## config.mk

```make
export PLATFORM = sky130hd
export DESIGN_NAME = controle_temporizador
export DESIGN_NICKNAME = d
export VERILOG_FILES = /design/src/rtl/controle_temporizador_pkg.sv /design/src/rtl/controle_temporizador_prescaler_tick.sv /design/src/rtl/controle_temporizador.sv
export SDC_FILE = /design/constraint.sdc
export NUM_CORES = 1
export LEC_CHECK = 0
export ABC_AREA = 1
export BUFFER_PORTS_ARGS = -buffer_cell sky130_fd_sc_hd__buf_4
export CAP_MARGIN = 0
export CORE_MARGIN = 1.5
export CORE_UTILIZATION = 30
export CTS_CLUSTER_SIZE = 16
export DETAILED_ROUTE_END_ITERATION = 7
export PLACE_DENSITY_LB_ADDON = 0.15
export SYNTH_ARGS = -nofsm -noshare
export SYNTH_HDL_FRONTEND = slang
export SYNTH_SLANG_ARGS = --single-unit
```

## constraint.sdc

```tcl
create_clock -name clkf -period 3.7 [get_ports clkf]
set_input_delay 1.11 -clock clkf [delete_from_list [all_inputs] [get_ports clkf]]
set_output_delay 1.11 -clock clkf [all_outputs]
set_load 0.05 [all_outputs]
```

## src/rtl/controle_temporizador_pkg.sv

```systemverilog
// controle_temporizador_pkg: shared types and defaults for the shared-timer scheduler.
// Contents: FSM state encoding, default NREQ/CW/PW, width of the tap_sel input
// that gets clamped to PW-1 inside the top.
package controle_temporizador_pkg;

  typedef enum logic [1:0] {
    OCIOSO = 2'd0,
    CONTA  = 2'd1,
    FIM    = 2'd2
  } estado_t;

  localparam int NREQ_DEF  = 4;
  localparam int CW_DEF    = 16;
  localparam int PW_DEF    = 8;
  // tap_sel is always 3 bits wide; values above PW-1 are clamped in the top.
  localparam int TAP_SEL_W = 3;

endpackage

```

## src/rtl/controle_temporizador_prescaler_tick.sv

```systemverilog
// prescaler_tick: PW-bit free-running prescaler with synchronous clear and tap select.
// Ports: clkf/rstf_n clock and async reset; clr holds the count at zero; tap picks
// bit range [tap:0]; tick is high (registered) while the count has those bits all ones.
module prescaler_tick #(
  parameter int PW = 8,
  parameter int TW = 3
) (
  input  logic          clkf,
  input  logic          rstf_n,
  input  logic          clr,
  input  logic [TW-1:0] tap,
  output logic          tick
);

  logic [PW-1:0] pre_q, pre_d;
  logic [PW-1:0] mask;
  logic [PW:0]   span;
  logic          tick_q;

  // mask = 2^(tap+1)-1; computed one bit wider so tap=PW-1 gives all ones.
  always_comb begin
    span  = (PW+1)'(1) << (int'(tap) + 1);
    mask  = PW'(span - (PW+1)'(1));
    pre_d = clr ? '0 : pre_q + PW'(1);
  end

  // tick is registered from the next count so it lines up with pre_q.
  always_ff @(posedge clkf or negedge rstf_n) begin
    if (!rstf_n) begin
      pre_q  <= '0;
      tick_q <= 1'b0;
    end else begin
      pre_q  <= pre_d;
      tick_q <= &(pre_d | ~mask);
    end
  end

  assign tick = tick_q;

endmodule

```

## src/rtl/controle_temporizador.sv

```systemverilog
// controle_temporizador: round-robin scheduler sharing one prescaled delay timer among NREQ requesters.
// Ports: req/atraso/tap_sel per-request level inputs; gnt one-hot while counting, fim one-cycle done,
// ocupado busy flag, tick prescaled tick observe. Grant one cycle after req is sampled; fim at G+D*P.
module controle_temporizador
  import controle_temporizador_pkg::*;
#(
  parameter int NREQ = NREQ_DEF,
  parameter int CW   = CW_DEF,
  parameter int PW   = PW_DEF
) (
  input  logic                 clkf,
  input  logic                 rstf_n,
  input  logic [NREQ-1:0]      req,
  input  logic [NREQ*CW-1:0]   atraso,
  input  logic [TAP_SEL_W-1:0] tap_sel,
  output logic [NREQ-1:0]      gnt,
  output logic [NREQ-1:0]      fim,
  output logic                 ocupado,
  output logic                 tick
);

  localparam int IW = (NREQ > 1) ? $clog2(NREQ) : 1;
  localparam int TW = (PW > 1) ? $clog2(PW) : 1;

  estado_t         state_q, state_d;
  logic [IW-1:0]   idx_q, idx_d;
  logic [IW-1:0]   rr_q, rr_d;
  logic [CW-1:0]   cnt_q, cnt_d;
  logic [TW-1:0]   tap_q, tap_d;
  logic [NREQ-1:0] gnt_q, gnt_d;
  logic [NREQ-1:0] fim_q, fim_d;
  logic            ocupado_q;

  logic            sel_vld;
  logic [IW-1:0]   sel_idx;
  logic [TW-1:0]   tap_clamp;
  logic [IW-1:0]   idx_next;
  logic            pre_clr;
  logic            tick_int;

  // Round-robin: first set req bit starting at rr_q, wrapping past NREQ-1.
  always_comb begin
    sel_vld = 1'b0;
    sel_idx = '0;
    for (int k = 0; k < NREQ; k++) begin
      automatic int j = int'(rr_q) + k;
      if (j >= NREQ) j = j - NREQ;
      if (!sel_vld && req[j]) begin
        sel_vld = 1'b1;
        sel_idx = IW'(j);
      end
    end
  end

  always_comb begin
    tap_clamp = (int'(tap_sel) > PW - 1) ? TW'(PW - 1) : TW'(tap_sel);
    idx_next  = (int'(idx_q) == NREQ - 1) ? '0 : idx_q + IW'(1);
  end

  always_comb begin
    state_d = state_q;
    idx_d   = idx_q;
    rr_d    = rr_q;
    cnt_d   = cnt_q;
    tap_d   = tap_q;
    gnt_d   = gnt_q;
    fim_d   = '0;
    unique case (state_q)
      OCIOSO: begin
        if (sel_vld) begin
          idx_d = sel_idx;
          cnt_d = atraso[int'(sel_idx)*CW +: CW];
          tap_d = tap_clamp;
          if (cnt_d != '0) begin
            state_d = CONTA;
            gnt_d   = NREQ'(1) << sel_idx;
          end else begin
            // Zero delay: report completion immediately without ever granting.
            state_d = FIM;
            fim_d   = NREQ'(1) << sel_idx;
          end
        end
      end
      CONTA: begin
        // A dropped request wins over any tick in the same cycle.
        if (!req[idx_q]) begin
          state_d = OCIOSO;
          gnt_d   = '0;
          rr_d    = idx_next;
        end else if (tick_int && cnt_q != '0) begin
          cnt_d = cnt_q - CW'(1);
          if (cnt_q == CW'(1)) begin
            state_d = FIM;
            gnt_d   = '0;
            fim_d   = NREQ'(1) << idx_q;
          end
        end
      end
      FIM: begin
        state_d = OCIOSO;
        rr_d    = idx_next;
      end
      default: begin
        state_d = OCIOSO;
        gnt_d   = '0;
      end
    endcase
  end

  // The prescaler only runs while staying in CONTA, so it starts from zero at each grant.
  assign pre_clr = !(state_q == CONTA && state_d == CONTA);

  prescaler_tick #(
    .PW (PW),
    .TW (TW)
  ) u_prescaler (
    .clkf   (clkf),
    .rstf_n (rstf_n),
    .clr    (pre_clr),
    .tap    (tap_q),
    .tick   (tick_int)
  );

  always_ff @(posedge clkf or negedge rstf_n) begin
    if (!rstf_n) begin
      state_q   <= OCIOSO;
      idx_q     <= '0;
      rr_q      <= '0;
      cnt_q     <= '0;
      tap_q     <= '0;
      gnt_q     <= '0;
      fim_q     <= '0;
      ocupado_q <= 1'b0;
    end else begin
      state_q   <= state_d;
      idx_q     <= idx_d;
      rr_q      <= rr_d;
      cnt_q     <= cnt_d;
      tap_q     <= tap_d;
      gnt_q     <= gnt_d;
      fim_q     <= fim_d;
      ocupado_q <= (state_d != OCIOSO);
    end
  end

  assign gnt     = gnt_q;
  assign fim     = fim_q;
  assign ocupado = ocupado_q;
  assign tick    = tick_int;

endmodule

```

==> results.txt <==
The flow ran to the end, and the final reports show no timing, DRC or antenna violations. The top cell type's share of synthesized area came out at 30.73%. For the pin with the worst max-slew slack, the measured transition is 0.5799 ns. The starting density of the core is 30.67%. In this run the power density over the cells is 1019 nW/um^2. The maximum frequency from static timing analysis came out at 0.3200 GHz.

The via count came out at 3825. The slack of the worst reg-to-reg path is 0.83 ns. The worst-case vdd ir drop is 0.3250 mV.

STA puts the critical path data required time at 3.93 ns. The width of the die is 111.0 um. The source of the worst register-to-register timing path is rr_q[0]. The clock-pin transition on the worst setup and hold timing paths is 0.07 ns. On the critical path the largest part of the delay comes from simple AND/OR/NAND/NOR gates. The number of buffers created by CTS is 5. The number of global-route vias before repair came out at 3745.

After synthesis the cells add up to 3502 um^2. The detailed placer's ending HPWL came out at 8034 um. The total negative slack came out at 0 ns. The tightest slew margin relative to the limit is 61.34%. For the worst-skew pair, the clock arrives at the later sink with an insertion delay of 0.29 ns. For this block, the routed nets add up to 10520 um of wire. The total clock sinks is 43. For this design, the slowest cell found on the critical path is buf_4. Walking the worst path, the cells encountered are buf_4, inv_1, nand2_1, nand3_1, nand2_2, nor2_4, nand3_1, nand3_1, nand2_1, buf_4, nand2_1, nand2_1, nor2_1, nand2_1, nor2_4, nand3_4, nand3_2, nand2_1, nand2_1. The met1 routed wirelength after detailed routing came out at 5165 um. Setup repair after global routing left no endpoint under its margin. The total grt overflow is 0.

By startpoint and endpoint, the worst setup path is classified as primary input to register. The most numerous cell type found on the critical path is nand2_1. The minimum setup slack in the final design is 0.5753 ns. The buffer levels on the longest clock path is 2. The final-report hold violation count is 0.

dfrtp_1 takes more of the synthesized area than any other cell. The core region is 11420 um^2. 0 antenna diodes ended up in the layout.

The launch instance of the worst min-delay path is gnt[0]. The number of filler instances in the final layout came out at 1266. The root buffer cell is clkbuf_16.

The worst setup timing slack at the placement stage came out at 0.2843 ns. The number of cells on the worst reg-to-reg path is 19. Yosys attributes the largest share of cell area to dfrtp_1 (31%), nand2_1 (24%), o21ai_0 (6.1%). The number of buffers inserted by post-CTS setup repair is 0. The number of I/O pins is 83. The max-slew violation count came out at 0. The fraction of final layout cells with drive strength greater than 1 is 18.99%.

The terminus of the critical flop-to-flop path is gnt[0]. The count of instances resized after the clock tree is built is 0. The analysis attributes to cell leakage a power of 2.365 nW. The type of the tightest min-delay check is register to register. The number of nets in the finished design is 714. The post-route antenna net violation count is 0. The max-capacitance violation count came out at 0. The mean cell area of the mapped netlist is 6.321 um^2. The routed wire length on met3 is 462 um.

The hold-fix buffer count after cts came out at 0. The worst setup path is launched from a primary input. In this run, distinct cell masters in the synthesized netlist total 37.

The clock period minus worst slack came out at 3.125 ns. The routed length on met2 is 4772 um. The placer's final routability congestion estimate came out at 0.8609. The share of the Yosys chip area taken by registers is 30.73%. The number of antenna violations at the first check in global routing came out at 0. The kind of capture point of the worst setup path is a register. The mean routed wirelength per cell came out at 13.58 um. In this run, placement finished with an instance count of 767.

The worst hold endpoint is gnt[0]. The buffers plus inverters on the worst setup path is 3. The count of buffers inserted at the top-level ports came out at 82. The most common cell in the synthesized netlist is nand2_1.

The most used flip-flop cell after synthesis is dfrtp_1. The final setup violation count came out at 0. The H-tree depth is 2. The number of placement rows came out at 39.

Counting instances in the post-synthesis netlist gives the leading cell types as nand2_1 (227), nor2_1 (46), inv_1 (45), dfrtp_1 (43), o21ai_0 (43). The die is 111.0 um tall. TritonCTS built the clock tree. The area of the die is 12330 um^2. The number of DRC markers in iteration 0 came out at 292. The critical path's largest stage delay is 0.25 ns. The net count of the mapped netlist came out at 637.

The global-route usage over all layers came out at 17.62%. The ratio of final minimum period to clock period is 84.45%. The proportion of synthesized flip-flops having asynchronous set or reset came out at 100.0%. The post-route DRC violation count is 0.

After the flow finishes, the layout carries non-filler instances totaling 775. The wire length of the first global-routing pass came out at 18230 um. Counting flops with a built-in enable in the synthesized netlist gives 0. The via density per instance is 4.935. Relative to the synthesized area, the layout overhead comes to 27.12%. The critical path data arrival time came out at 3.36 ns. The final hold slack came out at 0.4799 ns. In this run the worst path has a maximum fanout of 16. The pin count of the biggest net entering global routing is 44. The number of instances in the synthesized netlist came out at 554. The number of detailed-routing iterations run before antenna repair is 5. The cell count of the worst hold path came out at 2.

Routed signal wires occupy layers up through met4. The number of warnings printed during yosys synthesis is 0. The number of synthesized register bits is 43. The worst-case clock skew is 0.008919 ns.
tightest hold or removal path, delay by kind of cell (launching register included):
kind             cells  cell delay (ns)
AND/OR/NAND/NOR      2             0.10
flip-flops           1             0.34
per-stage QoR:
step / power, W / area (um^2) / util (%)
after detailed placement: 0.003942 / 4255 / 37.27
after global placement: 0.003920 / 4255 / 37.27
after global routing: 0.005096 / 4452 / 38.99
after CTS: 0.004558 / 4452 / 38.99
after floorplan: 0.003152 / 3502 / -
final: 0.004536 / 4452 / 38.99
metal layers:
layer	GRT usage, %	up-vias
met4	3.966	0
met3	2.296	11
met5	0	-
met2	28.48	107
li1	-	1945
met1	25.16	1762
state kept, by name, summed over array words and instances (netlist names), 2 cells and up:
name               cells
idx_q                  2
state_q                2
tap_q                  3
u_prescaler.pre_q      8
gnt                    4
cnt_q                 16
fim                    4
rr_q                   2
layout by cell type (no fill, tap or decap), types with 2 or more instances in the layout:
| cell | count |
|---|---|
| inv_2 | 4 |
| dfrtp_1 | 43 |
| bufinv_16 | 2 |
| clkbuf_16 | 5 |
| o21ai_0 | 43 |
| ha_1 | 10 |
| nor2_4 | 3 |
| inv_1 | 45 |
| xor2_1 | 8 |
| nand2_2 | 3 |
| a21oi_1 | 20 |
| nand3_1 | 17 |
| nand3b_1 | 3 |
| nand3_4 | 3 |
| nor2_1 | 46 |
| nand2_1 | 227 |
| a31oi_1 | 4 |
| o22ai_1 | 4 |
| o21ai_1 | 3 |
| nand4_1 | 29 |
| nor4_1 | 2 |
| buf_4 | 91 |
| nand3_2 | 3 |
final cells by class:
class / count / area [um^2] / share of cell area [%]
clock buffers: 5 / 125.1 / 2.811
clock inverters: 3 / 71.32 / 1.602
well taps: 143 / 178.9 / 4.019
inverters: 51 / 198.9 / 4.469
repair buffers: 91 / 683.2 / 15.35
multi-input cells: 439 / 2118 / 47.58
flip-flops and latches: 43 / 1076 / 24.17
power by group:
part           switching [W]  leakage [nW]  total (W)  internal, W
combinational        0.00216          1.72    0.00316     0.000995
sequential          0.000145         0.550   0.000781     0.000636
clock               0.000203        0.0959   0.000595     0.000392
total                0.00251          2.36    0.00454      0.00202
worst max-delay path by stage:
stage,cells past startpoint,startpoint,slack (ns),end
3_5_place_dp,19,req[3],0.28,gnt[0]
2_1_floorplan,19,req[2],0.87,gnt[0]
3_3_place_gp,19,req[3],0.31,gnt[0]
6_report,19,req[1],0.58,gnt[0]
5_1_grt,19,req[1],0.26,gnt[0]
4_1_cts,19,req[3],0.58,gnt[0]
logic make-up after synthesis:
family | Yosys count | synth area share, %
flops | 43 | 30.73
simple gates | 339 | 42.23
compound gates | 81 | 12.43
xor+xnor | 9 | 2.251
fa+ha+maj | 10 | 3.573
buf+inv | 72 | 8.789
(Power assumes the default switching activity.)
